`config.mk`:
```
export PLATFORM = sky130hd
export DESIGN_NAME = tdc_sample_stats
export DESIGN_NICKNAME = d
export VERILOG_FILES = /design/src/rtl/tdc_sample_stats.sv
export SDC_FILE = /design/constraint.sdc
export NUM_CORES = 1
export LEC_CHECK = 0
export ABC_AREA = 1
export ABC_CLOCK_PERIOD_IN_PS = 2050
export CORE_ASPECT_RATIO = 0.6
export CORE_MARGIN = 4
export CORE_UTILIZATION = 45
export DETAILED_ROUTE_END_ITERATION = 12
export PLACE_DENSITY = 0.71
export SYNTH_ARGS = -nofsm -noshare
export SYNTH_HDL_FRONTEND = slang
export SYNTH_SLANG_ARGS = --single-unit
export TNS_END_PERCENT = 1
```
`constraint.sdc`:
```
create_clock -name clk -period 2.05 [get_ports clk]
set_clock_uncertainty 0.15 [all_clocks]
set_input_delay 0.5125 -clock clk [delete_from_list [all_inputs] [get_ports clk]]
set_output_delay 0.5125 -clock clk [all_outputs]
set_load 0.05 [all_outputs]
```
`src/rtl/tdc_sample_stats.sv`:
```
// Block statistics over 2^LOG2_N TDC count samples: average always, and min/max/range
// when built with TDC_STATS_MINMAX_EN. One statistic is selected onto result under a valid/ready handshake.
module tdc_sample_stats #(
  parameter int LOG2_N = 4,
  parameter int WIDTH  = 8
) (
  input  logic             clk,
  input  logic             rst,
  input  logic             start,
  input  logic [WIDTH-1:0] sample_in,
  input  logic             sample_valid,
  input  logic [1:0]       stat_sel,
  output logic [WIDTH-1:0] result,
  output logic             result_valid,
  input  logic             result_ready,
  output logic             busy
);

  localparam int ACC_W = WIDTH + LOG2_N;
  localparam int CNT_W = LOG2_N + 1;
  localparam logic [CNT_W-1:0] LAST_CNT = CNT_W'((1 << LOG2_N) - 1);

  typedef enum logic [1:0] {
    IDLE,
    ACCUM,
    DONE
  } state_t;

  state_t state, state_nxt;

  logic [ACC_W-1:0] acc;
  logic [ACC_W-1:0] acc_sum;
  logic [CNT_W-1:0] cnt;
  logic [WIDTH-1:0] avg_q;
  logic             accept;
  logic             last_sample;

  logic [WIDTH-1:0] stat_min;
  logic [WIDTH-1:0] stat_max;
  logic [WIDTH-1:0] stat_rng;

  assign accept      = (state == ACCUM) && sample_valid;
  assign last_sample = accept && (cnt == LAST_CNT);
  // The accumulator is WIDTH+LOG2_N bits, so the full block sum can never wrap.
  assign acc_sum     = acc + ACC_W'(sample_in);

  // NOTE: sequential state uses non-blocking assignments so every register samples pre-edge values.
  always_ff @(posedge clk) begin
    if (rst) state <= IDLE;
    else     state <= state_nxt;
  end

  // NOTE: next-state takes a default first so no path leaves it unassigned (no latch).
  always_comb begin
    state_nxt = state;
    unique case (state)
      IDLE:    if (start) state_nxt = ACCUM;
      ACCUM:   if (last_sample) state_nxt = DONE;
      DONE:    if (result_ready) state_nxt = IDLE;
      default: state_nxt = IDLE;
    endcase
  end

  assign busy         = (state != IDLE);
  assign result_valid = (state == DONE);

  always_ff @(posedge clk) begin
    if (rst) begin
      acc   <= '0;
      cnt   <= '0;
      avg_q <= '0;
    end else if (state == IDLE && start) begin
      acc <= '0;
      cnt <= '0;
    end else if (accept) begin
      acc <= acc_sum;
      cnt <= cnt + CNT_W'(1);
      if (last_sample) avg_q <= WIDTH'(acc_sum >> LOG2_N);
    end
  end

`ifdef TDC_STATS_MINMAX_EN
  logic [WIDTH-1:0] min_r, max_r, min_q, max_q;
  logic [WIDTH-1:0] min_nxt, max_nxt;

  assign min_nxt = (sample_in < min_r) ? sample_in : min_r;
  assign max_nxt = (sample_in > max_r) ? sample_in : max_r;

  always_ff @(posedge clk) begin
    if (rst) begin
      min_r <= '0;
      max_r <= '0;
      min_q <= '0;
      max_q <= '0;
    end else if (state == IDLE && start) begin
      min_r <= '1;
      max_r <= '0;
    end else if (accept) begin
      min_r <= min_nxt;
      max_r <= max_nxt;
      if (last_sample) begin
        min_q <= min_nxt;
        max_q <= max_nxt;
      end
    end
  end

  // min_q <= max_q whenever both come from the same block (or both are reset), so no underflow.
  assign stat_min = min_q;
  assign stat_max = max_q;
  assign stat_rng = max_q - min_q;
`else
  assign stat_min = '0;
  assign stat_max = '0;
  assign stat_rng = '0;
`endif

  // Output mux draws only on registers, so result cannot glitch relative to clk.
  always_comb begin
    result = avg_q;
    unique case (stat_sel)
      2'b00: result = avg_q;
      2'b01: result = stat_min;
      2'b10: result = stat_max;
      2'b11: result = stat_rng;
      default: result = avg_q;
    endcase
  end

endmodule

```
=== Yosys cells after proc, flatten, opt, wreduce, memory -nomap -nowiden ===
Cells that the tools add are included.

* Flip-flop bits (word level): 27
* Bits of input ports: 15
* Output and inout bits: 10
* Logic and storage cells: 31

* Add/subtract/negate cells: 2
* Equality and inequality tests: 9
* Muxes and demuxes: 5
* Bitwise gates (word level): 1
* Reduce and logical (&&, ||, !) cells: 10

{| class="wikitable"
|+ Operator list
! cell !! number
|-
| case mux 8 bit (2 select lines) || 1
|-
| adder 12 x 8 -> 12 bit || 1
|-
| == test 2 bit (second input constant) || 3
|-
| 2-to-1 mux 2 bit || 3
|-
| case mux 2 bit (3 select lines) || 1
|-
| AND reduction 3 bit || 2
|-
| adder 5 x 1 -> 5 bit (second input constant) || 1
|-
| == test 5 x 4 -> 1 bit (second input constant) || 1
|-
| == test 2 x 1 -> 1 bit (second input constant) || 2
|-
| logical NOT 2 bit || 2
|-
| inequality test 2 bit (second input constant) || 2
|-
| logical AND 1 bit || 3
|-
| OR reduction 3 bit || 1
|-
| inequality test 2 x 1 -> 1 bit (second input constant) || 1
|-
| nonzero test 2 bit || 1
|-
| OR reduction 2 bit || 1
|-
| NOT 1 bit || 1
|}

=== Longest topological paths before layout ===
* Depth after elaboration: 5
* Gate-level depth with buffers: 11
* Mapped depth without buffers: 11

=== Worst setup path before layout ===
Ideal clock, no wire load.

* Kind: input to output
* From: input stat_sel[0]
* To: output result[0]
* Arrival time: 1.614 ns
* Required time: 1.387 ns
* Setup slack: -0.227 ns
* Stages on the path: 3
* Buffers on the path: 1
* Cell sequence: or2_2 clkbuf_1 nor2_1

* Longest elaborated chain between the ends: 3
* Elaborated cells between the ends (all ways): 6
* Classes of those cells: eq/ne: 3; mux: 1; reduce/logical: 2

{| class="wikitable"
|+ RTL lines
! what !! RTL line !! source
|-
| start: declaration || 12 || <nowiki>input logic [1:0] stat_sel,</nowiki>
|-
| == test 2 bit or == test 2 x 1 -> 1 bit (tied branches) || 121 || <nowiki>unique case (stat_sel)</nowiki>
|-
| OR reduction 3 bit (no source line) || n/a ||
|-
| case mux 8 bit (2 select lines) * || 121 ||
|-
| end: declaration || 13 || <nowiki>output logic [WIDTH-1:0] result,</nowiki>
|}

Every way passes the cells marked *; elsewhere a longest branch is shown, timed or not.

=== Worst setup path in the final report ===
* From: input stat_sel[1]
* To: output result[0]

Same word-level chain as after synthesis.

==> summary.txt <==
Routing
  • Via count: about 1700
  • Detailed-router iteration count before antenna repair: 5
  • Wire per inst: 12.1 um
  • Drt total wl: approximately 4200 um
  • Routed vias/inst: 4.90
  • Iteration-0 DRC Markers: approximately 140
  • ANT nets after route: 0
  • DRC: 0

Place
  • Placer congestion estimate: about 0.9
  • Port bufs: 24
  • Inst Count DP: around 350
  • HPWL Detailed: between 3000 and 4000 um
  • Placement Setup Slack: -421 ps

Power and ir drop
  • Gate power share: about a fifth
  • Sequential share of power: between 50% and 60%
  • Psw: 311 uW
  • Clock power share: roughly 29%
  • P_int: just under 800 uW
  • Peak supply drop: roughly 0.0003 V
  • PwrDens: approximately 450 nW/um^2
  • Switching Share: between 20% and 30%
  • Lkg Pwr: around 0.0012 uW

GRT
  • Vias in the first global route: 1588
  • Initial antenna violation count: 0
  • M3 GR Usage: 4.14%
  • Pin count of the biggest net entering global routing: 17
  • First-pass GRT wire length: slightly above 7000 um
  • Global-route met1 utilization: 25.8%
  • Global Route met2 Usage: 27.7%
  • Gr usage total: about 18%
  • Grt ovf: 0
  • Most used routing layer: met2

Final layout
  • Layout cells sized above 1: between 10% and 20%
  • ANT cells: 0
  • Area grow syn2layout: 40.3%
  • # nets final: approximately 330
  • Final Util: 66.1%
  • Final std cells w/o fill: around 350

Floorplanning
  • Rows: 17
  • Initial Util: a little under half
  • Placeable Area: 3680 um^2
  • Die Area: ~4900 um^2
  • Boundary Pins: 25
  • Die height: 56.1 um
  • Die width: a little under 90 um

CTS
  • H-tree levels: 1
  • TritonCTS Sinks: 27
  • CTS max path bufs: 2
  • CTS Root Cell: clkbuf_8
  • CTS clock-pin slew for the worst setup and hold paths: around 100 ps
  • CTS tree: yes
  • Worst-Skew Late Latency: around 280 ps
  • Cts hold-fix bufs: 0
  • Cts bufs inserted: 3

STA
  • Final Max Slew Viols: 0
  • Max Clk Rate: approximately 500 MHz
  • Final TNS setup: 0 ps
  • Fin crit period: roughly 2000 ps
  • Tcrit/Tclk final: between 90% and 100%
  • Relative slew slack: 82.5%
  • Slew @ Worst Pin: 261 ps
  • Final hold vios: 0
  • Setup WS post-layout: roughly 52 ps
  • Final setup violation count: 0

Min path
  • Origin of the worst min-delay path: avg_q[1]
  • Worst hold-check path type: reg -> reg

Synth
  • Area leader, netlist: dfxtp_1
  • Synth unique cells: 30
  • Synth top area cells: dfxtp_1 31%, nand2_1 15%, inv_1 11%, nand3_1 8.7%, ha_1 7.2%
  • Number of synthesized register bits: 27
  • Synth Flop Type: dfxtp_1
  • Post-synth ARST share: 0%
  • Post-synth design cell area: about 1700 um^2
  • Yosys warns: 0
  • Count leader, synth: nand2_1
  • EDFF count, synth: 0
  • Most frequent cells after synthesis: 67 x nand2_1, 51 x inv_1, 30 x nand3_1
  • Post-Syn Area per Cell: around 6.5 um^2
  • Yosys top cell area share: between 30% and 40%
  • Cell count after synthesis: around 270
  • Syn_nets: a little under 300
  • Register area share after synthesis: 31.2%

Worst setup path
  • Type of the worst setup path: in -> out
  • Arrival @ worst endpoint: between 1000 and 1500 ps
  • Critical path fanouts, max: 8
  • FF-to-FF Start: cnt[0]
  • Critical Path Source Type: input port
  • Critical path startpoint: stat_sel[1]
  • Req. time, crit path: approximately 1400 ps
  • CP Capture Type: primary output

Run status
  • Status: complete, no violations

Job
  • Max Cap Viol: 0
-- area by class of cell --
| cell class | count | area, um^2 |
|---|---|---|
| sequential | 27 | 541 |
| tap | 47 | 58.8 |
| multi-input combinational | 181 | 1120 |
| inverter | 54 | 203 |
| clock buffer | 3 | 41.3 |
| clock inverter | 1 | 7.51 |
| timing repair buffer | 38 | 457 |
| fill | 315 | 1250 |
-- per-stage QoR --
stage	hold WS [ps]	total power [uW]	cell area, um^2
final	323	1090	2430
after global routing	352	1140	2430
after CTS	323	1070	2310
after detailed placement	308	757	2220
after global placement	305	754	2220
after floorplan	294	680	1750
-- power by group through the flow --
stage	Sequential, uW	Clock, uW	Combinational, uW
after floorplan	557	0	122
after global placement	559	0	194
after detailed placement	560	0	197
after CTS	548	321	202
after global routing	552	340	245
final	551	313	223
-- cell families (layout without fill, tap and decap cells) --
| family | after synthesis | in the layout | synth area share (%) |
|---|---|---|---|
| AOI/OAI and AO/OA | 36 | 36 | 11.3 |
| buffers and inverters | 60 | 96 | 14.1 |
| adders and majority gates | 11 | 11 | 8.37 |
| DFF | 27 | 27 | 31.2 |
| and+or+nand+nor | 132 | 132 | 34.1 |
| xor gates and xnor gates | 2 | 2 | 1.01 |
-- final timing paths --
check                   end  slack [ps]  cells past startpoint
setup reg to reg   avg_q[3]         290                      9
setup / recovery  result[0]          50                      4
hold / removal     avg_q[1]         320                      2
hold reg to reg    avg_q[1]         320                      2
-- critical path, cell delays in order --
cell and delay, ps:
dlygate4sd2_1 220, or2_4 320, nor2_4 130, buf_12 140
-- per-layer routing --
layer,vias to the layer above,routed length [um]
met4,0,11
li1,917,-
met5,-,0
met1,746,2110
met3,2,325
met2,56,1790
-- timing repair --
action	CTS	global route
pin swaps	3	5
resized for setup	14	19
setup endpoints to repair	17	18
buffers inserted	0	0
gates cloned	0	0
-- flip-flops by register name, indices dropped and copies added (netlist names) --
| register | count |
|---|---|
| state | 2 |
| avg_q | 8 |
| cnt | 5 |
| acc | 12 |
-- placed cells by master, fill, tap and decap left out, types with 2 or more instances in the layout --
master            n
nand2_1          65
inv_1            51
nand3_1          27
dfxtp_1          27
a21oi_1          22
buf_4            14
nor2_1           12
buf_12           10
nor2_4            9
o21ai_0           7
ha_4              7
clkdlybuf4s50_1   7
dlymetal6s2s_1    5
nand4_1           4
inv_2             3
nand3_2           3
o21bai_1          3
ha_1              3
clkbuf_8          3
nor3_1            2
nand2_2           2
No activity file was read; power rests on OpenSTA's default activity.
==> edit, RTL diff (same settings) <==
The 3 states of `state_t` get a one-hot encoding in 3 bits.
--- a/src/rtl/tdc_sample_stats.sv
+++ b/src/rtl/tdc_sample_stats.sv
@@ -20,10 +20,10 @@
   localparam int CNT_W = LOG2_N + 1;
   localparam logic [CNT_W-1:0] LAST_CNT = CNT_W'((1 << LOG2_N) - 1);
 
-  typedef enum logic [1:0] {
-    IDLE,
-    ACCUM,
-    DONE
+  typedef enum logic [2:0] {
+    IDLE  = 3'b001,
+    ACCUM = 3'b010,
+    DONE  = 3'b100
   } state_t;
 
   state_t state, state_nxt;
Function: no difference found for any inputs over 10 cycles, from zero or initial values and one cycle with rst high; not proved beyond that.
==> edit against the original RTL <==
Critical endpoint is now result[4]; synthesized area up 5.4%; routed wire length up 9.5%; sequential power up 2%; synthesized cell count up 3.7%; total power up 12%; largest power group unchanged; hold slack better by 0.026 ns; final area up 6.8%; combinational power down 9.4%; worst setup slack worse by 0.038 ns; sequential cell count up 1.
==> edit: results (changes against the original RTL) <==
outcome:
  status: "completed"
global_route:
  grt_usage_pct: 16.9  # -0.88 points
  grt_pass1_wl_um: 7180  # +2.0%
  grt_max_degree: 17  # unchanged
  grt_pass1_vias: 1589  # +0.063%
  antenna_found_initial: 0  # unchanged
place:
  dpl_cell_area_um2: 2310  # +4.3%
  preCtsSetupSlack_ns: -0.385  # +0.0363 ns
  dpl.hpwl_um: 3230  # +0.77%
  placedCellCount: 358  # +3.2%
  place.gp.congestion: 0.870  # -1.3%
  portBuffers: 24  # unchanged
synth:
  yosysSeqAreaShare_pct: 30.7  # -0.50 points
  async_reset_ff_share_pct: 0  # unchanged
  yosysWarnings: 0  # unchanged
  syn_nets: 304  # +3.4%
  ys_top_cells_by_count: "nand2_1, inv_1, dfxtp_1, nor2_1, nand3_1"
  synth_area_leaders: "dfxtp_1, nand2_1, inv_1"
  synth_cell_type_count: 32  # +6.7%
  synth_ff_type: "dfxtp_1"
  avgSynthCellArea_um2: 6.58  # +1.6%
power_and_ir_drop:
  leakage_uw: 0.00120  # +4.1%
  vdd_ir_drop_max_uv: 377  # +25%
detailed_routing:
  wl_per_cell_um: 12.7  # +5.3%
  drtIter0Drc: 121  # -16%
  via_per_inst: 4.96  # +1.1%
  drtPass1Iterations: 4  # -1
  wl_um: 4640  # +9.5%
cts:
  cts_root_buffer: "clkbuf_8"
  clk_pin_slew_ns: 0.10  # about the same
  cts_inserted_buffers: 3  # unchanged
  clkLatencyLatePin_ns: 0.28  # about the same
  ctsLongestPathBuffers: 2  # unchanged
  cts-htree-levels: 1  # unchanged
run:
  maxCapViolations: 0  # unchanged
worst_hold_path:
  worstHoldEndpoint: "acc[0]"
  min_path_type: "flop to flop"
  worstHoldPathCells: 2  # unchanged
  min_from: "acc[0]"
setup_path:
  r2r_cells: 8  # -1
  rrSetupSlack_ns: 0.34  # +0.05 ns
  critical_path_peak_fanout: 8  # unchanged
  worstPathArrival_ns: 1.37  # +0.03 ns
  r2r-start: "acc[0]"
  r2r_end: "acc[2]"
finish:
  fin_nets: 345  # +4.2%
  n_antenna_cell: 0  # unchanged
  largestRegisters: "acc: 12 flops, avg_q: 8 flops, cnt: 5 flops"
  layout-drive-gt1-share_pct: 24.8  # +5.4 points
  stdcell_area_um2: 2600  # +6.8%
  num-fill-cells: 323  # +2.5%
timing:
  hold-worst-slack_ns: 0.349  # +0.0264 ns
  worstMarginPinSlew_ns: 0.294  # +0.0333 ns
  tns_ns: 0  # unchanged
  fin_crit_ns: 2.04  # +0.0376 ns
## edit: cell types whose count changed in the layout (fill, tap and decap cells not counted), sizes merged, moves of 2 or more
cell / change
nand2: +5
o21bai: -2
nor2: +8
a31oi: +2
xor2: +2
nand3: -4
nor3: +4
o21ai: -2
buf: +4
## edit: worst max path at each step
stage                 start   endpoint  slack (ns)  cells after the start
2_1_floorplan   stat_sel[0]  result[0]       -0.09                      3
3_3_place_gp   sample_in[0]     acc[4]       -0.35                      8
3_5_place_dp   sample_in[0]     acc[4]       -0.38                      8
4_1_cts        sample_in[1]   avg_q[1]       0.005                     10
5_1_grt        sample_in[3]   avg_q[3]       -0.05                     10
6_report        stat_sel[0]  result[4]        0.01                      4
## edit: cell type report
class                   instances  share of cell area (%)
clock buffers                   3                    1.59
clock inverters                 1                    1.16
inverters                      54                    8.00
multi-input cells             190                    46.7
flip-flops and latches         28                    21.6
well taps                      47                    2.26
repair buffers                 42                    18.7
## edit: cells by family after synthesis
logic type	synth area share [%]
and+or+nand+nor	34.8
buffers and inverters	14.3
AOI/OAI and AO/OA	9.99
DFF	30.7
adders and majority gates	7.94
xor gates and xnor gates	2.33
## edit: power breakdown
group	switching, µW	internal [µW]
combinational	109	93.3
sequential	10.1	552
clock	186	262
## edit: what timing repair did
action / CTS / global route
setup endpoints to repair: 16 / 20
resized for setup: 15 / 23
cloned: 0 / 0
setup buffers: 3 / 0
pin swaps: 3 / 5
## edit: critical path: stages
cell,delay [ns]
dlygate4sd2_1,0.23
or2_4,0.33
nor2_4,0.16
buf_12,0.14
## edit: layer usage
layer  wire (µm)  vias up  GRT usage [%]
li1            -      943              -
met1        2230      823           24.5
met2        2120       43           26.5
met3         288        0           3.43
met4           0        0           1.96
met5           0        -              0
